## src/rtl/store_pkg.sv

```systemverilog
// Shared definitions for the store merge unit: size encodings, FSM state
// type and the alignment rule that decides whether a store is legal.
package store_pkg;

   localparam logic [1:0] SZ_BYTE = 2'b00;
   localparam logic [1:0] SZ_HALF = 2'b01;
   localparam logic [1:0] SZ_WORD = 2'b10;
   localparam logic [1:0] SZ_RSVD = 2'b11;

   typedef enum logic [1:0] {
      IDLE = 2'b00,
      RD   = 2'b01,
      MRG  = 2'b10,
      WR   = 2'b11
   } state_t;

   // Bytes are always legal, halfwords need an even address, words need
   // a word-aligned address and the reserved size is never legal.
   function automatic logic is_aligned(input logic [1:0] size,
                                       input logic [1:0] off);
      logic ok;
      case (size)
         SZ_BYTE: ok = 1'b1;
         SZ_HALF: ok = ~off[0];
         SZ_WORD: ok = (off == 2'b00);
         default: ok = 1'b0;
      endcase
      return ok;
   endfunction

endpackage

```

## src/rtl/store_merge_unit_lane_merge.sv

```systemverilog
// Little-endian lane insert: drops the narrowed store data into the
// addressed byte or halfword of an existing word.
module lane_merge
   import store_pkg::*;
(
   input  logic [31:0] old_word,
   input  logic [31:0] new_data,
   input  logic [1:0]  size,
   input  logic [1:0]  offset,
   output logic [31:0] merged
);

   always_comb begin
      merged = old_word;
      case (size)
         SZ_BYTE: begin
            case (offset)
               2'd0: merged[7:0]   = new_data[7:0];
               2'd1: merged[15:8]  = new_data[7:0];
               2'd2: merged[23:16] = new_data[7:0];
               2'd3: merged[31:24] = new_data[7:0];
            endcase
         end
         SZ_HALF: begin
            if (offset[1]) merged[31:16] = new_data[15:0];
            else           merged[15:0]  = new_data[15:0];
         end
         SZ_WORD: merged = new_data;
         default: merged = old_word;
      endcase
   end

endmodule

```

## src/rtl/store_merge_unit.sv

```systemverilog
// Multicycle store unit for a word-only memory: SW writes directly, SB/SH
// read the target word, merge the new lane and write it back.
module store_merge_unit
   import store_pkg::*;
#(
   parameter int MEM_AW = 10
) (
   input  logic              Clk,
   input  logic              Reset,
   input  logic              req_valid,
   output logic              req_ready,
   input  logic [1:0]        req_size,
   input  logic [31:0]       req_addr,
   input  logic [31:0]       req_data,
   output logic [MEM_AW-1:0] mem_addr,
   output logic              mem_rd,
   input  logic [31:0]       mem_rdata,
   output logic              mem_wr,
   output logic [31:0]       mem_wdata,
   output logic              busy,
   output logic              fault
);

   state_t      state;
   logic [1:0]  size_q;
   logic [1:0]  off_q;
   logic [31:0] data_q;
   logic [31:0] merged;
   logic        unused_addr_bits;

   assign unused_addr_bits = ^req_addr[31:MEM_AW+2];

   // Request payload is plain data: captured on every IDLE request, no reset.
   always_ff @(posedge Clk) begin
      if (state == IDLE && req_valid) begin
         size_q <= req_size;
         off_q  <= req_addr[1:0];
         data_q <= req_data;
      end
   end

   lane_merge u_lane_merge (
      .old_word (mem_rdata),
      .new_data (data_q),
      .size     (size_q),
      .offset   (off_q),
      .merged   (merged)
   );

   always_ff @(posedge Clk or posedge Reset) begin
      if (Reset) begin
         state     <= IDLE;
         req_ready <= 1'b1;
         mem_addr  <= '0;
         mem_rd    <= 1'b0;
         mem_wr    <= 1'b0;
         mem_wdata <= '0;
         busy      <= 1'b0;
         fault     <= 1'b0;
      end else begin
         fault <= 1'b0;
         case (state)
            IDLE: begin
               if (req_valid) begin
                  if (!is_aligned(req_size, req_addr[1:0])) begin
                     fault <= 1'b1;
                  end else begin
                     mem_addr  <= req_addr[MEM_AW+1:2];
                     req_ready <= 1'b0;
                     busy      <= 1'b1;
                     if (req_size == SZ_WORD) begin
                        mem_wdata <= req_data;
                        mem_wr    <= 1'b1;
                        state     <= WR;
                     end else begin
                        mem_rd <= 1'b1;
                        state  <= RD;
                     end
                  end
               end
            end
            RD: begin
               mem_rd <= 1'b0;
               state  <= MRG;
            end
            // Read data arrives this cycle; merge it straight into the write word.
            MRG: begin
               mem_wdata <= merged;
               mem_wr    <= 1'b1;
               state     <= WR;
            end
            WR: begin
               mem_wr    <= 1'b0;
               busy      <= 1'b0;
               req_ready <= 1'b1;
               state     <= IDLE;
            end
            default: state <= IDLE;
         endcase
      end
   end

endmodule
```

## config.mk

```make
export PLATFORM = sky130hd
export DESIGN_NAME = store_merge_unit
export DESIGN_NICKNAME = d
export VERILOG_FILES = /design/src/rtl/store_pkg.sv /design/src/rtl/store_merge_unit_lane_merge.sv /design/src/rtl/store_merge_unit.sv
export SDC_FILE = /design/constraint.sdc
export NUM_CORES = 1
export LEC_CHECK = 0
export BUFFER_PORTS_ARGS = -buffer_cell sky130_fd_sc_hd__buf_2
export CELL_PAD_IN_SITES_DETAIL_PLACEMENT = 0
export CELL_PAD_IN_SITES_GLOBAL_PLACEMENT = 2
export CORE_AREA = 10 10 91 173
export CTS_CLUSTER_DIAMETER = 60
export DETAILED_ROUTE_END_ITERATION = 16
export DIE_AREA = 0 0 101 183
export PLACE_DENSITY = 0.93
export SYNTH_ARGS = -nofsm -noshare
export SYNTH_HDL_FRONTEND = slang
export SYNTH_SLANG_ARGS = --single-unit
export TNS_END_PERCENT = 20
```

## constraint.sdc

```tcl
create_clock -name Clk -period 4.21 [get_ports Clk]
set_input_delay 0.2105 -clock Clk [delete_from_list [all_inputs] [get_ports Clk]]
set_output_delay 0.2105 -clock Clk [all_outputs]
set_load 0.02 [all_outputs]
```

Word-level counts from Yosys, hierarchy flattened
Cells that the tools add are included.
{"block": "classes", "muxes": 35, "eq_ne": 14, "n_bitwise": 1, "reduce_logical": 16}
{"cell": "$mux 32", "count": 3}
{"cell": "$pmux 32 s3", "count": 1}
{"cell": "$pmux 32 s2", "count": 1}
{"cell": "$mux 16", "count": 2}
{"cell": "$mux 8", "count": 4}
{"cell": "$mux 1", "count": 15}
{"cell": "$eq 2x2->1 const B", "count": 6}
{"cell": "$reduce_and 4->1", "count": 3}
{"cell": "$logic_not 2->1", "count": 5}
{"cell": "$eq 2x1->1 const B", "count": 4}
{"cell": "$pmux 2 s4", "count": 1}
{"cell": "$mux 2", "count": 3}
{"cell": "$pmux 1 s2", "count": 3}
{"cell": "$pmux 1 s3", "count": 2}
{"cell": "$reduce_and 3->1", "count": 2}
{"cell": "$reduce_bool 2->1", "count": 3}
{"cell": "$ne 2x1->1 const B", "count": 2}
{"cell": "$ne 2x2->1 const B", "count": 2}
{"cell": "$reduce_bool 3->1", "count": 1}
{"cell": "$reduce_and 2->1", "count": 1}
{"cell": "$logic_and 1x1->1", "count": 1}
{"cell": "$not 1->1", "count": 1}
{"block": "word_totals", "input_bits": 101, "wordCells": 77, "output_inout_bits": 47, "register_bits": 85}

Depth between registers and ports, before layout
Gate-level depths: netlist (run 1).
{"block": "logic_depth", "depth_word": 7, "depth_mapped": 8, "ltp_nobuf": 6}

Cells and area by module
Synthesis (run 1) repeated with hierarchy kept, for this count alone.
{"block": "hier_totals", "hier_cells": 373, "hier_area_um2": 4531.8}
{"module": "store_merge_unit", "seq_area_each_um2": 2308.5, "cells_each": 231, "n_inst": 1, "area_each_um2": 3459.6}
{"module": "lane_merge", "seq_area_each_um2": 0.0, "cells_each": 142, "n_inst": 1, "area_each_um2": 1072.3}

Worst setup path after synthesis (run 1)
OpenSTA, ideal clock, no wires.
{"block": "synth_timing", "kind": "register to register", "start": "reg state[0]", "end": "reg mem_addr[0]", "required_time_ns": 4.085, "t_arrival_ns": 2.546, "setup_time_ns": 0.125, "path_buffers": 1, "period_less_slack_ns": 2.671, "setup_slack_ns": 1.539, "path_stages_with_launch": 7, "cell_sequence": "dfrtp_1 -> inv_1 -> ha_1 -> and2_1 -> and2_1 -> buf_2 -> mux2_2"}
{"block": "synth_between", "elab_chain_len": 2}
{"item": "start, declared", "line_no": "store_merge_unit.sv:24", "rtl": "state_t state;"}
{"item": "start signal, assigned", "line_no": "store_merge_unit.sv:52", "rtl": "state <= IDLE;"}
{"item": "start signal, assigned", "line_no": "store_merge_unit.sv:74", "rtl": "state <= WR;"}
{"item": "start signal, assigned", "line_no": "store_merge_unit.sv:77", "rtl": "state <= RD;"}
{"item": "$logic_not 2->1", "line_no": "store_merge_unit.sv:62", "rtl": "case (state)"}
{"item": "$reduce_and 3->1 (no source line)"}
{"item": "end signal, assigned", "line_no": "store_merge_unit.sv:68", "rtl": "mem_addr <= req_addr[MEM_AW+1:2];"}
{"item": "end, declared", "line_no": "store_merge_unit.sv:15", "rtl": "output logic [MEM_AW-1:0] mem_addr,"}
Every way passes these cells.
A chain may end at the register's enable or synchronous reset.

Worst setup path after layout (run 1)
{"block": "layout_timing", "start": "reg state[0]", "end": "reg mem_addr[6]"}
The elaborated chain is that of the path after synthesis.

==> results of run 1 <==
==> worst max-delay path, cell delays in order (launching register included) <==
cell and delay (ns):
dfrtp_1 0.42, inv_1 0.14, ha_1 0.28, and2_2 0.45
buf_4 0.41, and2_1 0.49, mux2_2 0.40
==> metal layers <==
layer / up-vias / part of all wire, %
met5: - / 0
met4: 0 / 4.3
met3: 35 / 6.5
met2: 135 / 54
met1: 1784 / 35
li1: 1712 / -
==> cells in the final DEF, fill, tap and decap left out, types with 2 or more instances in the layout <==
cell type and count:
mux2i_1 8, mux2_2 10, nor2_1 19, clkinv_1 2, nor3_1 3, a32o_1 8
o21a_1 3, dfrtp_1 48, o22ai_1 2, edfxtp_1 36, and3_1 8, ha_1 6
a211oi_1 9, nand2b_1 2, inv_1 14, o21ai_0 52, a221oi_1 8, o2111ai_1 8
a22oi_1 15, clkinv_4 2, nand3b_1 8, nand2_1 35, a22o_1 8, nor2b_1 12
o21ai_1 10, buf_2 127, nand3_1 7, o211ai_1 7, buf_4 4, a21oi_1 3
clkbuf_16 9
==> power by group through the flow <==
stage          Clock, mW  Combinational [mW]  Sequential, mW
2_1_floorplan          0               0.746            1.60
3_3_place_gp           0                1.47            1.39
3_5_place_dp           0                1.50            1.40
4_1_cts            0.799                1.51            1.39
5_1_grt            0.835                1.64            1.42
6_report           0.778                1.48            1.39
==> kinds of logic (layout without fill, tap and decap cells) <==
family          count (synthesis)  after routing  synth area share [%]
other cells                     0              1                     0
fa+ha+maj                       6              6                  1.78
mux                            18             18                  4.57
simple gates                  100            100                  11.8
flops                          85             85                  54.7
buf+inv                        45            163                  4.30
compound gates                142            142                  22.8
==> through the flow <==
stage	hold WS, ns	area [um2]	cells	worst slack [ns]
3_5_place_dp	0.404	4970	650	1.42
5_1_grt	0.0456	5260	667	1.28
2_1_floorplan	0.309	4220	396	1.54
4_1_cts	0.0473	5260	666	1.43
6_report	0.0583	5260	667	1.49
3_3_place_gp	0.403	4970	650	1.56
==> final timing paths <==
kind | cells past startpoint | to | slack [ns]
hold reg to reg | 2 | mem_wdata[15]$_DFFE_PP0P_ | 0.49
hold / removal | 1 | data_q[16]$_DFFE_PP_ | 0.06
setup reg to reg | 6 | mem_addr[6]$_DFFE_PP0P_ | 1.49
setup / recovery | 6 | mem_addr[6]$_DFFE_PP0P_ | 1.49
max in group asynchronous | 2 | mem_wdata[14]$_DFFE_PP0P_ | 3.34
min in group asynchronous | 2 | mem_wdata[2]$_DFFE_PP0P_ | 0.14
==> sequential cells by signal, indices dropped and copies added (netlist names), 2 cells and up <==
| signal | flops |
|---|---|
| mem_wdata | 32 |
| data_q | 32 |
| mem_addr | 10 |
| state | 2 |
| off_q | 2 |
| size_q | 2 |
==> cell usage after synthesis (2+ instances only) <==
library cell / number / share of area [%]
a21oi_1: 3 / 0.36
nand2b_1: 2 / 0.30
a31oi_1: 2 / 0.30
nor2_1: 19 / 1.7
edfxtp_1: 36 / 26
mux2i_1: 8 / 1.9
nor3_1: 3 / 0.36
nand3_1: 7 / 0.83
a211oi_1: 9 / 1.6
a221oi_1: 8 / 1.7
buf_2: 7 / 0.83
and2_1: 2 / 0.30
o211ai_1: 7 / 1.2
ha_1: 6 / 1.8
a22oi_1: 15 / 2.7
o21ai_0: 52 / 6.2
a22o_1: 8 / 1.7
a32o_1: 8 / 1.9
o21a_1: 3 / 0.53
inv_1: 15 / 1.3
and3_1: 8 / 1.2
clkbuf_1: 20 / 1.8
o2111ai_1: 8 / 1.7
o21ai_1: 10 / 1.2
nand3b_1: 8 / 1.4
dfrtp_1: 48 / 28
o22ai_1: 2 / 0.30
mux2_2: 10 / 2.7
nand2_1: 35 / 3.1
nor2b_1: 12 / 1.8
==> cell type report <==
cell class              instances  area, um2  share of cell area [%]
repair buffers                131        666                    12.6
clock buffers                  10        229                    4.35
inverters                      16       60.1                    1.14
multi-input cells             266       1740                    33.1
clock inverters                 6       63.8                    1.21
well taps                     152        190                    3.61
flip-flops and latches         85       2310                    43.9
diodes                          1       2.50                  0.0476
==> flow_summary_export.csv, run 1 <==
group,metric,value,unit
global_routing,grt.met2_usage,27.0,%
synth,synth_area,4220,um2
sta,slew_headroom,22.5,%
power,power_frac_comb,40.6,%
sta,rsz0062_at_grt,"no",
synth,synth_edf_count,36,
sta,finalMaxSlewViolations,0,
clock_network,clk_pin_slew,0.06,ns
sta,setup_viol,0,
sta,final-hold-violation-count,0,
synth,syn_inst,396,
clock_network,clock_latency,0.34,ns
synth,synth_warnings,0,
power,p_seq_share,38.0,%
clock_network,cts-root-buf,"clkbuf_16",
worst_hold_path,min_path_type,"primary input to flop",
final_layout,fin_util,40.7,%
sta,timing.final.crit_period,2.72,ns
final_layout,drive_above_1_share,32.1,%
synth,async_reset_ff_share,57.6,%
synth,synth-seq-cells,85,
routing,drc,0,
power,p_int,2.17,mW
flow_run,maxCapViolCount,0,
clock_network,cts.sinks,85,
setup_path,worstPathMaxFanout,25,
routing,routed_via_density,5.50,
final_layout,nFillCells,1289,
floorplanning,die-height,183,um
global_routing,top_usage_layer,"met2",
power,total_power,3.65,mW
setup_path,arrival,2.94,ns
floorplanning,core_area,12900,um2
routing,detail_route.wl_per_cell,21.1,um
routing,final_antenna_net_count,0,
global_routing,grtUsageTotal,15.3,%
clock_network,cts_setup_buffers,0,
placement,dp_hpwl,10500,um
clock_network,numCtsBuffers,9,
routing,first_pass_iters,4,
global_routing,grt_max_degree,50,
placement,gp_congestion,0.861,
floorplanning,io_pins,148,
global_routing,gr-total-overflow,0,
global_routing,grt_pass1_vias,4018,
setup_path,crit_required,4.43,ns
clock_network,cts-resized-gates,0,
power,power.clock.fraction,21.3,%
clock_network,clockBufferDepth,2,
setup_path,startpoint,"state[0]$_DFFE_PP0P_",
final_layout,syn2layout_area_growth,24.8,%
synth,synth.distinct_cells,45,
global_routing,grtUsageMet1,15.5,%
clock_network,cts_tree,"built",
routing,detail_route.iter0.violations,226,
global_routing,antenna_found_initial,1,
worst_hold_path,min_from,"req_data[16]",
setup_path,critical_path_class,"flop to flop",
clock_network,htree_levels,3,
power,switching_share,40.5,%
power,ir_worst_vdd,0.386,mV
global_routing,grt_first_pass_wirelength,21900,um
floorplanning,die_area,18500,um2
run_status,status,"completed",
clock_network,cts_hold_buffers,0,
global_routing,use_met3,4.48,%
synth,syn-num-nets,503,
sta,skew,0.00752,ns
setup_path,critPathCaptureType,"flop",
routing,drt-total-wl,14100,um
placement,port_buffers,127,
sta,fmax,0.367,GHz
sta,worst_slew_pin_slew,1.16,ns
floorplanning,die_w,101,um
power,cellLeakagePower,2.27,nW
sta,finalSetupTns,0,ns
synth,synthFlopType,"dfrtp_1",
floorplanning,start_util,32.6,%
floorplanning,rows,59,
power,p_sw,1.48,mW
sta,period_share,64.7,%
setup_path,r2r-start,"state[0]$_DFFE_PP0P_",
setup_path,startpoint_type,"flop",
synth,yosysSeqAreaShare,54.7,%
synth,avgSynthCellArea,10.6,um2
routing,dr_total_vias,3666,
final_layout,fin_nets,616,
power,power.density,693,nW/um2
(Power assumes the default switching activity.)
==> run 2: changes to the inputs <==
--- a/config.mk
+++ b/config.mk
@@ -5,14 +5,15 @@
 export SDC_FILE = /design/constraint.sdc
 export NUM_CORES = 1
 export LEC_CHECK = 0
+export ABC_AREA = 1
 export BUFFER_PORTS_ARGS = -buffer_cell sky130_fd_sc_hd__buf_2
 export CELL_PAD_IN_SITES_DETAIL_PLACEMENT = 0
 export CELL_PAD_IN_SITES_GLOBAL_PLACEMENT = 2
-export CORE_AREA = 10 10 91 173
+export CORE_AREA = 10 10 114 218
 export CTS_CLUSTER_DIAMETER = 60
 export DETAILED_ROUTE_END_ITERATION = 16
-export DIE_AREA = 0 0 101 183
-export PLACE_DENSITY = 0.93
+export DIE_AREA = 0 0 124 228
+export PLACE_DENSITY = 0.82
 export SYNTH_ARGS = -nofsm -noshare
 export SYNTH_HDL_FRONTEND = slang
 export SYNTH_SLANG_ARGS = --single-unit
==> constraint.sdc (replaced) <==
create_clock -name Clk -period 2.2 [get_ports Clk]
set_input_delay 0.11 -clock Clk [delete_from_list [all_inputs] [get_ports Clk]]
set_output_delay 0.11 -clock Clk [all_outputs]
set_load 0.02 [all_outputs]
==> run 2 against run 1 <==
Against the previous run:
- cell count grew 81%
- maximum frequency grew 45%
- flip-flop and latch count is the same
- first-iteration DRC count shrank 15%
- power grew 120%
- clock power grew 100%
- synthesized cell count grew 92%
- largest cell class unchanged
==> flow_summary_export.csv, run 2 <==
group,metric,value,unit
run_status,status,"completed",
placement,port_buffers,127,
flow_run,maxCapViolCount,0,
final_layout,layout_commonest_cell,"nand2_1",
synth,synth.distinct_cells,29,
floorplanning,rows,76,
sta,final-hold-violation-count,0,
floorplanning,io_pins,148,
final_layout,largestRegisters,"data_q x32, mem_wdata x32, mem_addr x10",
global_routing,antenna_found_initial,5,
sta,fmax,0.532,GHz
sta,skew,0.0115,ns
synth,yosysSeqAreaShare,44.2,%
clock_network,clock_latency,0.36,ns
setup_path,critical_path_class,"flop to flop",
clock_network,numCtsBuffers,9,
final_layout,seqCellArea,2310,um2
clock_network,cts_hold_buffers,47,
final_layout,fin_nets,1033,
final_layout,final_area,6970,um2
floorplanning,die-height,228,um
setup_path,critPathCaptureType,"flop",
floorplanning,core_area,21400,um2
synth,yosys.area_share.simple,36.4,%
synth,synth_fa_ha_area_share,1.44,%
sta,finalMaxSlewViolations,0,
synth,synth-compound-area-share,6.11,%
routing,routed_via_density,4.17,
routing,detail_route.wl_per_cell,14.5,um
synth,synth_warnings,0,
synth,synth_area_leader_cell,"dfrtp_1",
setup_path,worstPathMaxFanout,64,
clock_network,htree_levels,3,
synth,synth_top_family_by_area,"simple AND/OR/NAND/NOR gates",
worst_hold_path,min_path_type,"primary input to flop",
floorplanning,die_area,28300,um2
setup_path,crit_required,2.45,ns
clock_network,cts-root-buf,"clkbuf_16",
setup_path,arrival,2.12,ns
placement,gp_congestion,0.763,
routing,drc,0,
synth,yosys-top-cells-area,"dfrtp_1 (23%), edfxtp_1 (21%), nand2_1 (20%)",
setup_path,reg2reg_depth,9,
synth,async_reset_ff_share,57.6,%
synth,avgSynthCellArea,6.86,um2
synth,synth_common_cells,"nand2_1 (280), inv_1 (115), nand3_1 (82)",
worst_hold_path,hold-path-cell-count,3,
clock_network,cts_tree,"built",
clock_network,cts.sinks,85,
routing,first_pass_iters,6,
routing,final_antenna_net_count,0,
routing,drt-total-wl,17500,um
setup_path,startpoint_type,"flop",
final_layout,layout.cells.non_filler,1207,
sta,finalSetupTns,0,ns
power,cellLeakagePower,3.70,nW
global_routing,grt_max_degree,66,
global_routing,grtUsageTotal,13.0,%
final_layout,drive_above_1_share,19.0,%
synth,synth.mux.area_fraction,0,%
sta,setup_viol,0,
placement,place_area,6190,um2
clock_network,cts-resized-gates,0,
final_layout,nFillCells,2361,
power,ir_worst_vdd,0.825,mV
synth,synth-seq-cells,85,
synth,synth_xor_area_share,0,%
global_routing,grt_first_pass_wirelength,28500,um
synth,syn_inst,761,
final_layout,multi_input_area,2290,um2
synth,yosysTopAreaCellShare,23.0,%
routing,detail_route.iter0.violations,192,
clock_network,clockBufferDepth,2,
clock_network,cts_setup_buffers,0,
routing,dr_total_vias,5038,
synth,synth_edf_count,36,
global_routing,gr-total-overflow,0,
sta,rsz0062_at_grt,"no",
floorplanning,start_util,24.4,%
sta,worst_slew_pin_slew,0.699,ns
placement,dp_hpwl,12800,um
synth,syn-num-nets,868,
final_layout,final_cell_mix,"nand2_1 (280), buf_2 (127), inv_1 (113), nand3_1 (82), nor2_1 (76)",
clock_network,clk_pin_slew,0.07,ns
placement,post-place-cells,1141,
power,power.density,1180,nW/um2
sta,slew_headroom,53.4,%
sta,timing.final.crit_period,1.88,ns
floorplanning,die_w,124,um
synth,yosysMostFrequentCell,"nand2_1",
global_routing,grt_pass1_vias,5310,
synth,synthFlopType,"dfrtp_1",
final_layout,syn2layout_area_growth,33.6,%
synth,synth_area,5220,um2
sta,period_share,85.4,%
==> run 2: cell count changes after synthesis, moves of 29 or more <==
cell,previous run,this run
inv_1,15,115
nor2_1,19,76
o21ai_0,52,13
a21oi_1,3,32
nand2_1,35,280
nand3_1,7,82
==> run 2: worst max-delay path, stage by stage (launching register included) <==
cell and delay [ns]:
dfrtp_1 0.40, inv_1 0.14, ha_1 0.30, inv_1 0.11, or2_0 0.22, nand3_2 0.10
buf_12 0.27, nor2_1 0.07, nand2_1 0.08, nand2_1 0.06
==> run 2: cell families after synthesis <==
family,Yosys count
AO/OA/AOI/OAI,58
adder cells (fa/ha/maj),6
buffers and inverters,152
flip-flops,85
AND/OR/NAND/NOR,460
==> run 2: path summary, 6_finish.rpt <==
path | slack [ns] | endpoint | from
min in group asynchronous | 0.48 | mem_wdata[2]$_DFFE_PP0P_ | Reset
worst min-delay path | 0.08 | fault$_DFF_PP0_ | req_valid
max in group asynchronous | 1.24 | mem_wdata[28]$_DFFE_PP0P_ | Reset
worst min register to register | 0.47 | req_ready$_DFFE_PP1P_ | req_ready$_DFFE_PP1P_
worst max register to register | 0.32 | mem_wdata[4]$_DFFE_PP0P_ | state[1]$_DFFE_PP0P_
worst max-delay path | 0.32 | mem_wdata[4]$_DFFE_PP0P_ | state[1]$_DFFE_PP0P_
==> run 2: cell type report <==
class	count	share of cell area [%]
Sequential cell	85	33.1
Multi-Input combinational cell	524	32.9
Timing Repair Buffer	187	18.2
Inverter	119	6.46
Tap cell	273	4.90
Clock buffer	9	3.23
Clock inverter	7	1.15
Antenna cell	3	0.108
==> run 2: through the flow <==
stage / utilization (%) / hold slack, ns / power [mW] / setup slack (ns)
2_1_floorplan: - / 0.209 / 5.37 / 0.123
3_3_place_gp: 28.9 / 0.303 / 6.64 / 0.312
5_1_grt: 32.6 / 0.0806 / 9.01 / 0.0529
3_5_place_dp: 28.9 / 0.307 / 6.67 / 0.296
6_report: 32.6 / 0.0773 / 8.20 / 0.321
4_1_cts: 32.6 / 0.0593 / 8.40 / 0.279
==> run 2: per-layer routing <==
| layer | routed length [um] | part of all wire [%] | global-route usage [%] | up-vias |
|---|---|---|---|---|
| met5 | 25 | 0.14 | 0 | - |
| met4 | 358 | 2.0 | 4.99 | 4 |
| met3 | 952 | 5.4 | 3.56 | 21 |
| met2 | 9570 | 55 | 23.8 | 111 |
| met1 | 6610 | 38 | 13.2 | 2227 |
| li1 | - | - | - | 2675 |
==> run 2: report_power, final <==
part	switching [mW]	total (mW)	internal [mW]	leakage (nW)
Clock	0.693	1.59	0.896	0.143
Sequential	0.296	2.58	2.29	0.905
Combinational	2.63	4.03	1.40	2.65
==> run 3: changes to the inputs <==
--- a/config.mk
+++ b/config.mk
@@ -7,6 +7,7 @@
 export LEC_CHECK = 0
 export ABC_AREA = 1
 export BUFFER_PORTS_ARGS = -buffer_cell sky130_fd_sc_hd__buf_2
+export CAP_MARGIN = 20
 export CELL_PAD_IN_SITES_DETAIL_PLACEMENT = 0
 export CELL_PAD_IN_SITES_GLOBAL_PLACEMENT = 2
 export CORE_AREA = 10 10 114 218
==> constraint.sdc (replaced) <==
create_clock -name Clk -period 1.6 [get_ports Clk]
set_input_delay 0.08 -clock Clk [delete_from_list [all_inputs] [get_ports Clk]]
set_output_delay 0.08 -clock Clk [all_outputs]
set_load 0.02 [all_outputs]
==> run 3 against run 2 <==
Against the previous run:
- the run now ends with setup timing left
- power increased by 55%
- worst hold slack worse by 0.023 ns
- clock power is 39% higher
- routed wire length up 6.1%
- critical endpoint is now mem_wdata[3]$_DFFE_PP0P_
- non-clock buffer count up 30
- final area grew 7.0%
- die area unchanged
- clock skew fell by 0.00068 ns
- largest cell class is now multi-input combinational cells
==> flow_summary_export.csv, run 3 (synthesized netlist as in run 2, its figures left out) <==
group,metric,value,unit
run_status,status,"finished with violations",
sta,skew,0.0108,ns
clock_network,clock_latency,0.36,ns
worst_hold_path,min_path_type,"primary input to flop",
sta,period_share,103,%
floorplanning,die_w,124,um
placement,post-place-cells,1159,
final_layout,fin_util,34.9,%
final_layout,layout_commonest_cell,"nand2_1",
sta,slew_headroom,66.9,%
setup_path,crit_chain,"inv_2 > ha_4 > inv_4 > or2_4 > nand3_4 > buf_8 > clkbuf_16 > nor2_1 > nand2_1 > nand2_1",
sta,setup_slack,-0.0465,ns
placement,gp_congestion,0.796,
floorplanning,io_pins,148,
run_status,violations,"setup timing",
routing,final_antenna_net_count,0,
routing,dr_total_vias,5173,
final_layout,drive_above_1_share,23.8,%
power,total_power,12.7,mW
routing,routed_via_density,4.19,
routing,drt-total-wl,18600,um
clock_network,cts-root-buf,"clkbuf_16",
final_layout,final_cell_mix,"nand2_1 (275), buf_2 (127), inv_1 (107), nand3_1 (81), nor2_1 (71)",
floorplanning,die_area,28300,um2
clock_network,clockBufferDepth,2,
floorplanning,core_area,21400,um2
sta,fmax,0.607,GHz
final_layout,layout.cells.non_filler,1236,
final_layout,nFillCells,2268,
sta,worst_slew_pin_slew,0.496,ns
final_layout,largestRegisters,"data_q x32, mem_wdata x32, mem_addr x10",
placement,place_ws,-0.0000885,ns
floorplanning,start_util,24.4,%
setup_path,startpoint,"state[0]$_DFFE_PP0P_",
placement,port_buffers,127,
sta,finalMaxSlewViolations,0,
sta,final-hold-violation-count,0,
routing,detail_route.iter0.violations,189,
global_routing,grt_pass1_vias,5258,
global_routing,antenna_found_initial,6,
setup_path,worstPathMaxFanout,6,
setup_path,reg2reg_depth,10,
routing,first_pass_iters,6,
final_layout,syn2layout_area_growth,43.0,%
floorplanning,rows,76,
power,cellLeakagePower,3.92,nW
setup_path,arrival,1.90,ns
setup_path,crit_required,1.85,ns
setup_path,startpoint_type,"flop",
floorplanning,die-height,228,um
global_routing,grtUsageTotal,13.3,%
setup_path,critPathSlowestCell,"dfrtp_1",
global_routing,grt_max_degree,37,
sta,rsz0062_at_grt,"yes",
sta,setup_viol,29,
final_layout,fin_nets,1063,
setup_path,critical-path-top-delay-family,"simple AND/OR/NAND/NOR gates",
clock_network,htree_levels,3,
clock_network,cts.sinks,85,
clock_network,numCtsBuffers,9,
global_routing,grt_first_pass_wirelength,29000,um
routing,drc,0,
clock_network,clk_pin_slew,0.07,ns
power,ir_worst_vdd,1.36,mV
placement,dp_hpwl,13800,um
global_routing,gr-total-overflow,0,
setup_path,worstSetupEndpoint,"mem_wdata[3]$_DFFE_PP0P_",
setup_path,critical_path_class,"flop to flop",
setup_path,critPathCaptureType,"flop",
clock_network,cts_tree,"built",
power,power.density,1700,nW/um2
setup_path,cp.depth,10,
setup_path,critPathBufInv,4,
setup_path,r2r-start,"state[0]$_DFFE_PP0P_",
setup_path,worst_path_most_repeated_cell,"nand2_1",
flow_run,maxCapViolCount,0,
setup_path,regToRegSetupSlack,-0.05,ns
sta,timing.final.crit_period,1.65,ns
setup_path,max_stage_delay,0.39,ns
routing,detail_route.wl_per_cell,15.0,um
setup_path,worstReg2RegEnd,"mem_wdata[3]$_DFFE_PP0P_",
[run 3: changes by cell type in the layout (fill, tap and decap cells not counted), sizes merged]
cell         delta
diode           -1
clkinv          +2
dlygate4sd3     +1
buf            +27
clkinvlp        -2
clkbuf          +2
[run 3: report_power, final]
part | switching [mW] | leakage, nW | internal (mW)
Sequential | 0.402 | 0.905 | 3.14
Combinational | 4.11 | 2.87 | 2.81
Clock | 0.976 | 0.150 | 1.24
[run 3: repair_timing]
item,4_1_cts,5_1_grt
endpoints found under the setup margin,23,32
pin swaps,1,12
buffers inserted,7,1
gates resized for setup,2,27
hold endpoints to repair,64,0
gates cloned,1,3
hold buffers,48,0
[run 3: area by class of cell]
type                            count  area [um2]  area share [%]
Antenna cell                        2        5.00          0.0670
Multi-Input combinational cell    524        2390            32.0
Timing Repair Buffer              217        1660            22.2
Tap cell                          273         342            4.58
Clock buffer                        9         225            3.02
Inverter                          119         453            6.07
Sequential cell                    85        2310            30.9
Clock inverter                      7        80.1            1.07
[run 3: worst min path at each step]
| stage | start | endpoint | slack, ns | cells past startpoint |
|---|---|---|---|---|
| floorplan | req_data[0] | data_q[0]$_DFFE_PP_ | 0.18 | 0 |
| global placement | Reset | mem_wdata[3]$_DFFE_PP0P_ | 0.14 | 2 |
| detailed placement | Reset | mem_wdata[3]$_DFFE_PP0P_ | 0.15 | 2 |
| CTS | mem_rdata[0] | mem_wdata[0]$_DFFE_PP0P_ | 0.04 | 5 |
| global route | mem_rdata[6] | mem_wdata[6]$_DFFE_PP0P_ | 0.09 | 5 |
| finish | mem_rdata[0] | mem_wdata[0]$_DFFE_PP0P_ | 0.05 | 5 |
[run 3: metal layers]
metal  GRT usage (%)  vias to the layer above  routed length (um)
li1                -                     2742                   -
met1            13.3                     2276                6720
met2            24.6                      119               10300
met3            3.76                       28                1090
met4            5.31                        8                 409
met5               0                        -                  44
[run 3: stage by stage]
step / TNS [ns] / instance area [um2] / hold slack, ns
global placement: 0 / 6460 / 0.141
finish: -0.756 / 7460 / 0.0542
global route: -5.47 / 7460 / 0.0896
CTS: -0.00722 / 7340 / 0.0397
detailed placement: -0.000126 / 6460 / 0.145
floorplan: -2.22 / 5260 / 0.179
[run 3: worst register-to-register path, cell delays in order, from the launching register on]
cell and delay (ns):
dfrtp_1 0.39, inv_2 0.12, ha_4 0.19, inv_4 0.03
or2_4 0.24, nand3_4 0.11, buf_8 0.15, clkbuf_16 0.15
nor2_1 0.04, nand2_1 0.06, nand2_1 0.05
